`config.mk`:
```
export PLATFORM = sky130hd
export DESIGN_NAME = adpcm_ima_decoder
export DESIGN_NICKNAME = d
export VERILOG_FILES = /design/src/rtl/adpcm_ima_decoder.sv
export SDC_FILE = /design/constraint.sdc
export NUM_CORES = 1
export LEC_CHECK = 0
export CORE_UTILIZATION = 37
export DETAILED_ROUTE_END_ITERATION = 10
export GPL_ROUTABILITY_DRIVEN = 0
export GPL_TIMING_DRIVEN = 0
export SKIP_CTS_REPAIR_TIMING = 1
export SLEW_MARGIN = 10
export SYNTH_ARGS = -nofsm -noshare
export SYNTH_HDL_FRONTEND = slang
export SYNTH_SLANG_ARGS = --single-unit
```
`constraint.sdc`:
```
create_clock -name clk -period 11.3 [get_ports clk]
set_clock_uncertainty 0.1 [all_clocks]
set_input_delay 2.26 -clock clk [delete_from_list [all_inputs] [get_ports clk]]
set_output_delay 2.26 -clock clk [all_outputs]
set_load 0.1 [all_outputs]
```
`src/rtl/adpcm_ima_decoder.sv`:
```
// adpcm_ima_decoder
//   IMA ADPCM decoder. Takes packed 4-bit codes, two per byte with the low
//   nibble first, and rebuilds 16-bit signed PCM samples. Its predictor and
//   step-index arithmetic are kept bit-identical to the encoder's predictor,
//   so a loopback through this block reproduces the encoder's prediction.
//
// Optional build macro: ADPCM_DEC_HDR_EN
//   When defined, the in_hdr port exists. A header byte in IDLE starts a
//   4-byte header that loads pred[7:0], pred[15:8], the step index, and one
//   reserved byte. The header produces no output sample.
//
// Ports
//   clk            in   clock
//   rst            in   synchronous, active-high reset
//   in_byte        in   [7:0] packed codes, [3:0] decoded first
//   in_byte_vld    in   in_byte valid
//   in_byte_rdy    out  decoder accepts in_byte this cycle
//   out_sample     out  [PRED_W-1:0] reconstructed signed sample (registered)
//   out_sample_vld out  out_sample valid
//   out_sample_rdy in   consumer accepts out_sample
//   in_hdr         in   (ADPCM_DEC_HDR_EN only) in_byte is a header byte
module adpcm_ima_decoder #(
  parameter int STEP_MAX_IDX = 88,
  parameter int PRED_W       = 16
) (
  input  logic                     clk,
  input  logic                     rst,
  input  logic [7:0]               in_byte,
  input  logic                     in_byte_vld,
  output logic                     in_byte_rdy,
  output logic signed [PRED_W-1:0] out_sample,
  output logic                     out_sample_vld,
  input  logic                     out_sample_rdy
`ifdef ADPCM_DEC_HDR_EN
  ,
  input  logic                     in_hdr
`endif
);

  if (PRED_W != 16) begin : g_pred_w_check
    $error("adpcm_ima_decoder: PRED_W must be 16");
  end

  localparam logic [6:0] MAX_IDX7 = 7'(STEP_MAX_IDX);
  localparam logic [7:0] MAX_IDX8 = 8'(STEP_MAX_IDX);

  localparam logic [14:0] STEP_TABLE [89] = '{
    15'd7,     15'd8,     15'd9,     15'd10,    15'd11,    15'd12,    15'd13,
    15'd14,    15'd16,    15'd17,    15'd19,    15'd21,    15'd23,    15'd25,
    15'd28,    15'd31,    15'd34,    15'd37,    15'd41,    15'd45,    15'd50,
    15'd55,    15'd60,    15'd66,    15'd73,    15'd80,    15'd88,    15'd97,
    15'd107,   15'd118,   15'd130,   15'd143,   15'd157,   15'd173,   15'd190,
    15'd209,   15'd230,   15'd253,   15'd279,   15'd307,   15'd337,   15'd371,
    15'd408,   15'd449,   15'd494,   15'd544,   15'd598,   15'd658,   15'd724,
    15'd796,   15'd876,   15'd963,   15'd1060,  15'd1166,  15'd1282,  15'd1411,
    15'd1552,  15'd1707,  15'd1878,  15'd2066,  15'd2272,  15'd2499,  15'd2749,
    15'd3024,  15'd3327,  15'd3660,  15'd4026,  15'd4428,  15'd4871,  15'd5358,
    15'd5894,  15'd6484,  15'd7132,  15'd7845,  15'd8630,  15'd9493,  15'd10442,
    15'd11487, 15'd12635, 15'd13899, 15'd15289, 15'd16818, 15'd18500, 15'd20350,
    15'd22385, 15'd24623, 15'd27086, 15'd29794, 15'd32767
  };

  typedef enum logic [2:0] {
    S_IDLE = 3'd0,
    S_LO   = 3'd1,
    S_HI   = 3'd2,
    S_H0   = 3'd3,
    S_H1   = 3'd4,
    S_H2   = 3'd5
  } state_t;

  function automatic logic signed [15:0] sat16(input logic signed [17:0] p);
    if (p > 18'sd32767)       return 16'sh7fff;
    else if (p < -18'sd32768) return 16'sh8000;
    else                      return p[15:0];
  endfunction

  function automatic logic [6:0] next_index(input logic [6:0] idx, input logic [2:0] c);
    logic signed [8:0] d;
    logic signed [8:0] t;
    case (c)
      3'd4:    d = 9'sd2;
      3'd5:    d = 9'sd4;
      3'd6:    d = 9'sd6;
      3'd7:    d = 9'sd8;
      default: d = -9'sd1;
    endcase
    t = $signed({2'b00, idx}) + d;
    if (t < 9'sd0)                         return 7'd0;
    else if (t > $signed({2'b00, MAX_IDX7})) return MAX_IDX7;
    else                                   return t[6:0];
  endfunction

  state_t             r_state;
  logic [7:0]         r_byte;
  logic signed [15:0] r_pred;
  logic [6:0]         r_index;
  logic signed [15:0] r_out;
  logic               r_out_vld;

  logic               w_out_ld;
  logic               w_load;
  logic [3:0]         w_nib;
  logic [14:0]        w_step;
  logic [16:0]        w_diff;
  logic signed [17:0] w_p;
  logic signed [15:0] w_new_pred;
  logic [6:0]         w_new_index;

  // Decode stage: one nibble of the latched byte, combinational from r_pred/r_index
  always_comb begin
    w_out_ld = ~r_out_vld | out_sample_rdy;
    w_load   = w_out_ld & ((r_state == S_LO) | (r_state == S_HI));
    w_nib    = (r_state == S_HI) ? r_byte[7:4] : r_byte[3:0];
    w_step   = STEP_TABLE[r_index];
    w_diff   = 17'(w_step >> 3);
    if (w_nib[2]) w_diff = w_diff + 17'(w_step);
    if (w_nib[1]) w_diff = w_diff + 17'(w_step >> 1);
    if (w_nib[0]) w_diff = w_diff + 17'(w_step >> 2);
    if (w_nib[3]) w_p = $signed({{2{r_pred[15]}}, r_pred}) - $signed({1'b0, w_diff});
    else          w_p = $signed({{2{r_pred[15]}}, r_pred}) + $signed({1'b0, w_diff});
    w_new_pred  = sat16(w_p);
    w_new_index = next_index(r_index, w_nib[2:0]);

    case (r_state)
      S_IDLE:  in_byte_rdy = 1'b1;
      S_HI:    in_byte_rdy = w_out_ld;
      S_H0,
      S_H1,
      S_H2:    in_byte_rdy = 1'b1;
      default: in_byte_rdy = 1'b0;
    endcase
  end

  // Output register stage: FSM, predictor state and registered sample
  always_ff @(posedge clk) begin
    if (rst) begin
      r_state   <= S_IDLE;
      r_pred    <= '0;
      r_index   <= '0;
      r_out     <= '0;
      r_out_vld <= 1'b0;
    end else begin
      if (w_load)              r_out_vld <= 1'b1;
      else if (out_sample_rdy) r_out_vld <= 1'b0;

      if (w_load) begin
        r_out   <= w_new_pred;
        r_pred  <= w_new_pred;
        r_index <= w_new_index;
      end

      case (r_state)
        S_IDLE: begin
          if (in_byte_vld) begin
`ifdef ADPCM_DEC_HDR_EN
            if (in_hdr) begin
              r_pred[7:0] <= in_byte;
              r_state     <= S_H0;
            end else begin
              r_byte  <= in_byte;
              r_state <= S_LO;
            end
`else
            r_byte  <= in_byte;
            r_state <= S_LO;
`endif
          end
        end
        S_LO: begin
          if (w_out_ld) r_state <= S_HI;
        end
        S_HI: begin
          if (w_out_ld) begin
            if (in_byte_vld) begin
              r_byte  <= in_byte;
              r_state <= S_LO;
            end else begin
              r_state <= S_IDLE;
            end
          end
        end
`ifdef ADPCM_DEC_HDR_EN
        S_H0: begin
          if (in_byte_vld) begin
            r_pred[15:8] <= in_byte;
            r_state      <= S_H1;
          end
        end
        S_H1: begin
          if (in_byte_vld) begin
            r_index <= (in_byte > MAX_IDX8) ? MAX_IDX7 : in_byte[6:0];
            r_state <= S_H2;
          end
        end
        S_H2: begin
          if (in_byte_vld) r_state <= S_IDLE;
        end
`endif
        default: r_state <= S_IDLE;
      endcase
    end
  end

  assign out_sample     = r_out;
  assign out_sample_vld = r_out_vld;

endmodule
```
==> impl_metrics.ini <==
[power_and_ir_drop]
power.share.switching_pct = 52.4
p_total_w = 0.00118
share_clk_of_total_power_pct = 11.2
power.net_switching_w = 0.000619
power.internal_w = 0.000564
p_comb_share_pct = 75.6
power.ir.vdd_worst_mv = 0.156
seqPwrFrac_pct = 13.2
cellLeakagePower_nw = 3.25
power_density_mw_per_mm2 = 147

[timing]
finalSetupTns_ns = 0
finalMaxSlewViolations = 0
worstMarginPinSlew_ns = 1.22
fmaxAchievable_mhz = 95.4
setup_viol = 0
maxSlewHeadroom_pct = 18.3
finalCriticalPeriod_ns = 10.48
grt_setup_unrepaired = false
final-hold-violation-count = 0
final.period_utilization_pct = 92.8

[setup_path]
timing.rr.end = out_sample[3]
timing.reg2reg.setup_slack_ns = 0.82
critical_path.endpoint_type = flop
critPathMaxStageDelay_ns = 0.53
critical_setup_path_class = reg -> reg
critical_path_arrival_ns = 10.56
cp_max_fo = 10
cp-startpoint = r_index[1]
cp-start-kind = flop
timing.rr.start = r_index[1]
reg2reg_depth = 43
critical-path-slowest-cell = mux4_2
critPathRequiredTime_ns = 11.37

[synthesis]
number_of_enable_flip_flop_cells_after_synthesis = 8
ys_seq_elements = 34
synthesized_area_divided_by_synthesized_cell_count_um2 = 7.24
synth_sequential_area_ratio_pct = 10.6
post_synth_instance_area_mm2 = 0.00717
synth.area.top_cells = ha_1 (14%), dfxtp_1 (7.3%), o21ai_0 (7.0%), a21oi_1 (7.0%), nor2_1 (5.0%)
synthFlopType = dfxtp_1
yosys.cell_count.top_type = o21ai_0
synth-async-reset-ratio_pct = 0
mappedNetlistNets = 1089
postSynthCellCount = 991
yosys_warnings = 0
yosysTopAreaCellShare_pct = 14.1
yosys-top-cells-count = o21ai_0 (101), a21oi_1 (100), nor2_1 (95)
synth_top_cell_by_area = ha_1
synth.distinct_cells = 94

[clock_network]
cts-htree-levels = 2
clock_buffer_depth = 2
cts.sinks = 34
cts_buffers = 5
cts_root_buf = clkbuf_16
clock_latency_ns = 0.28
clk_pin_slew_worst_paths_ns = 0.05
tritoncts = built

[routing]
drtIter0Drc = 633
route.antenna.remaining_nets = 0
drt_pass1_iterations = 8
drcViolationCount = 0
postRouteWirelength_mm = 22.7
routed-via-count = 7587
post_detailed_route_via_to_cell_ratio = 5.86
final_routed_wire_length_divided_by_cell_count_um = 17.5

[die]
die-height_um = 141
floorplan.initialDensity_pct = 38.1
fp.dieArea_mm2 = 0.0199
floorplan.io_pins = 30
placeableCoreArea_mm2 = 0.0188
chipWidth_um = 141
placementRows = 50

[hold_path]
hold_path.startpoint = r_state[0]
hp-class = reg -> reg
whs_endpoint = r_state[0]
worst_hold_path.num_cells = 2

[global_routing]
grt_start_max_net_pins = 15
grt_pass1_wl_mm = 37.0
grt_antenna_before_repair = 0
grt_pass1_vias = 7161
grtUsageTotal_pct = 23.0
globalRouteOverflowTotal = 0

[place]
place.detailed.instances = 1280
hpwl_mm = 17.8
place.port_buffers = 29
postPlaceCellArea_mm2 = 0.00779

[finish]
flow.area_growth_from_synthesis_pct = 12.1
design.final.nets = 1131
drive_gt1_share_pct = 8.70
layout.filler_cells = 1958
instances_no_fill = 1294
layout.cell_area.non_filler_mm2 = 0.00804
diodes = 0

[outcome]
run_status = complete, no violations

[job]
max_cap_violations = 0
-- registers in the layout, summed over array words and instances, names as in the netlist --
name and count:
out_sample_vld 1, r_byte 8, out_sample 16, r_state 2, r_index 7
-- area by class of cell --
class                   instances  area (um^2)  share of cell area (%)
flip-flops and latches         34          767                    9.54
plain buffers                  51          255                    3.17
repair buffers                 35          335                    4.17
clock inverters                 1         7.51                  0.0934
clock buffers                   7          133                    1.65
well taps                     260          325                    4.05
multi-input cells             864         6050                    75.3
inverters                      42          165                    2.05
-- power groups by stage --
stage | combinational [W] | sequential [W] | clock [W]
2_1_floorplan | 0.000621 | 0.000228 | 0
3_3_place_gp | 0.000868 | 0.000159 | 0
3_5_place_dp | 0.000866 | 0.000158 | 0
4_1_cts | 0.000875 | 0.000156 | 0.000136
5_1_grt | 0.000992 | 0.000158 | 0.000139
6_report | 0.000894 | 0.000156 | 0.000133
-- logic make-up after synthesis --
| group | after synthesis | share of synthesized area, % |
|---|---|---|
| AOI/OAI and AO/OA | 387 | 35.3 |
| xor gates and xnor gates | 67 | 8.49 |
| adders and majority gates | 86 | 15.5 |
| buffers and inverters | 93 | 5.65 |
| DFF | 34 | 10.6 |
| muxes | 26 | 4.62 |
| and+or+nand+nor | 298 | 19.8 |
-- worst max-delay path, delay by kind of cell, from the launching register on --
kind            cells  cell delay [ns]
compound gates     14             3.04
fa+ha+maj           6             2.04
simple gates       13             1.93
xor+xnor            4             1.11
mux                 2             0.82
buf+inv             4             0.81
flops               1             0.49
-- cell usage in the layout (no fill, tap or decap), types with 10 or more instances in the layout --
| cell | netlist | routed |
|---|---|---|
| o21ai_0 | 101 | 99 |
| a21oi_1 | 100 | 97 |
| nor2_1 | 95 | 95 |
| nand2_1 | 94 | 94 |
| ha_1 | 81 | 81 |
| inv_1 | 39 | 37 |
| xnor2_1 | 37 | 37 |
| clkbuf_1 | 31 | 29 |
| clkdlybuf4s50_1 | 0 | 29 |
| xor2_1 | 28 | 28 |
| dfxtp_1 | 26 | 23 |
| a211oi_1 | 20 | 19 |
| a31oi_1 | 18 | 18 |
| nor2b_1 | 16 | 16 |
| nand2b_1 | 15 | 15 |
| a21o_1 | 14 | 14 |
| mux2i_1 | 14 | 14 |
| or3_1 | 13 | 13 |
| o21ai_1 | 11 | 12 |
| nor3_1 | 12 | 11 |
| buf_4 | 4 | 10 |
| o21a_1 | 10 | 10 |
-- layer usage --
layer | up-vias | share of wire [%] | track usage, %
li1 | 3771 | - | -
met1 | 3473 | 46 | 31.4
met2 | 292 | 45 | 37.7
met3 | 51 | 7.3 | 2.62
met4 | 0 | 2.6 | 7.04
met5 | - | 0 | 0
-- worst max-delay path by stage --
stage                           to  slack [ns]  depth (start not counted)
detailed placement  out_sample[12]       -0.19                         44
CTS                 out_sample[12]       -0.25                         44
global placement    out_sample[11]       -0.18                         44
floorplan           out_sample[10]        1.63                         44
global route        out_sample[10]        0.06                         44
finish               out_sample[3]        0.82                         43
-- stage by stage --
step	hold WS [ns]	util (%)	worst slack (ns)
floorplan	0.366	-	1.63
global placement	0.386	41.4	-0.176
detailed placement	0.396	41.4	-0.192
CTS	0.406	42.1	-0.254
global route	0.435	42.7	0.0632
finish	0.400	42.7	0.815
No activity file was read; power rests on OpenSTA's default activity.
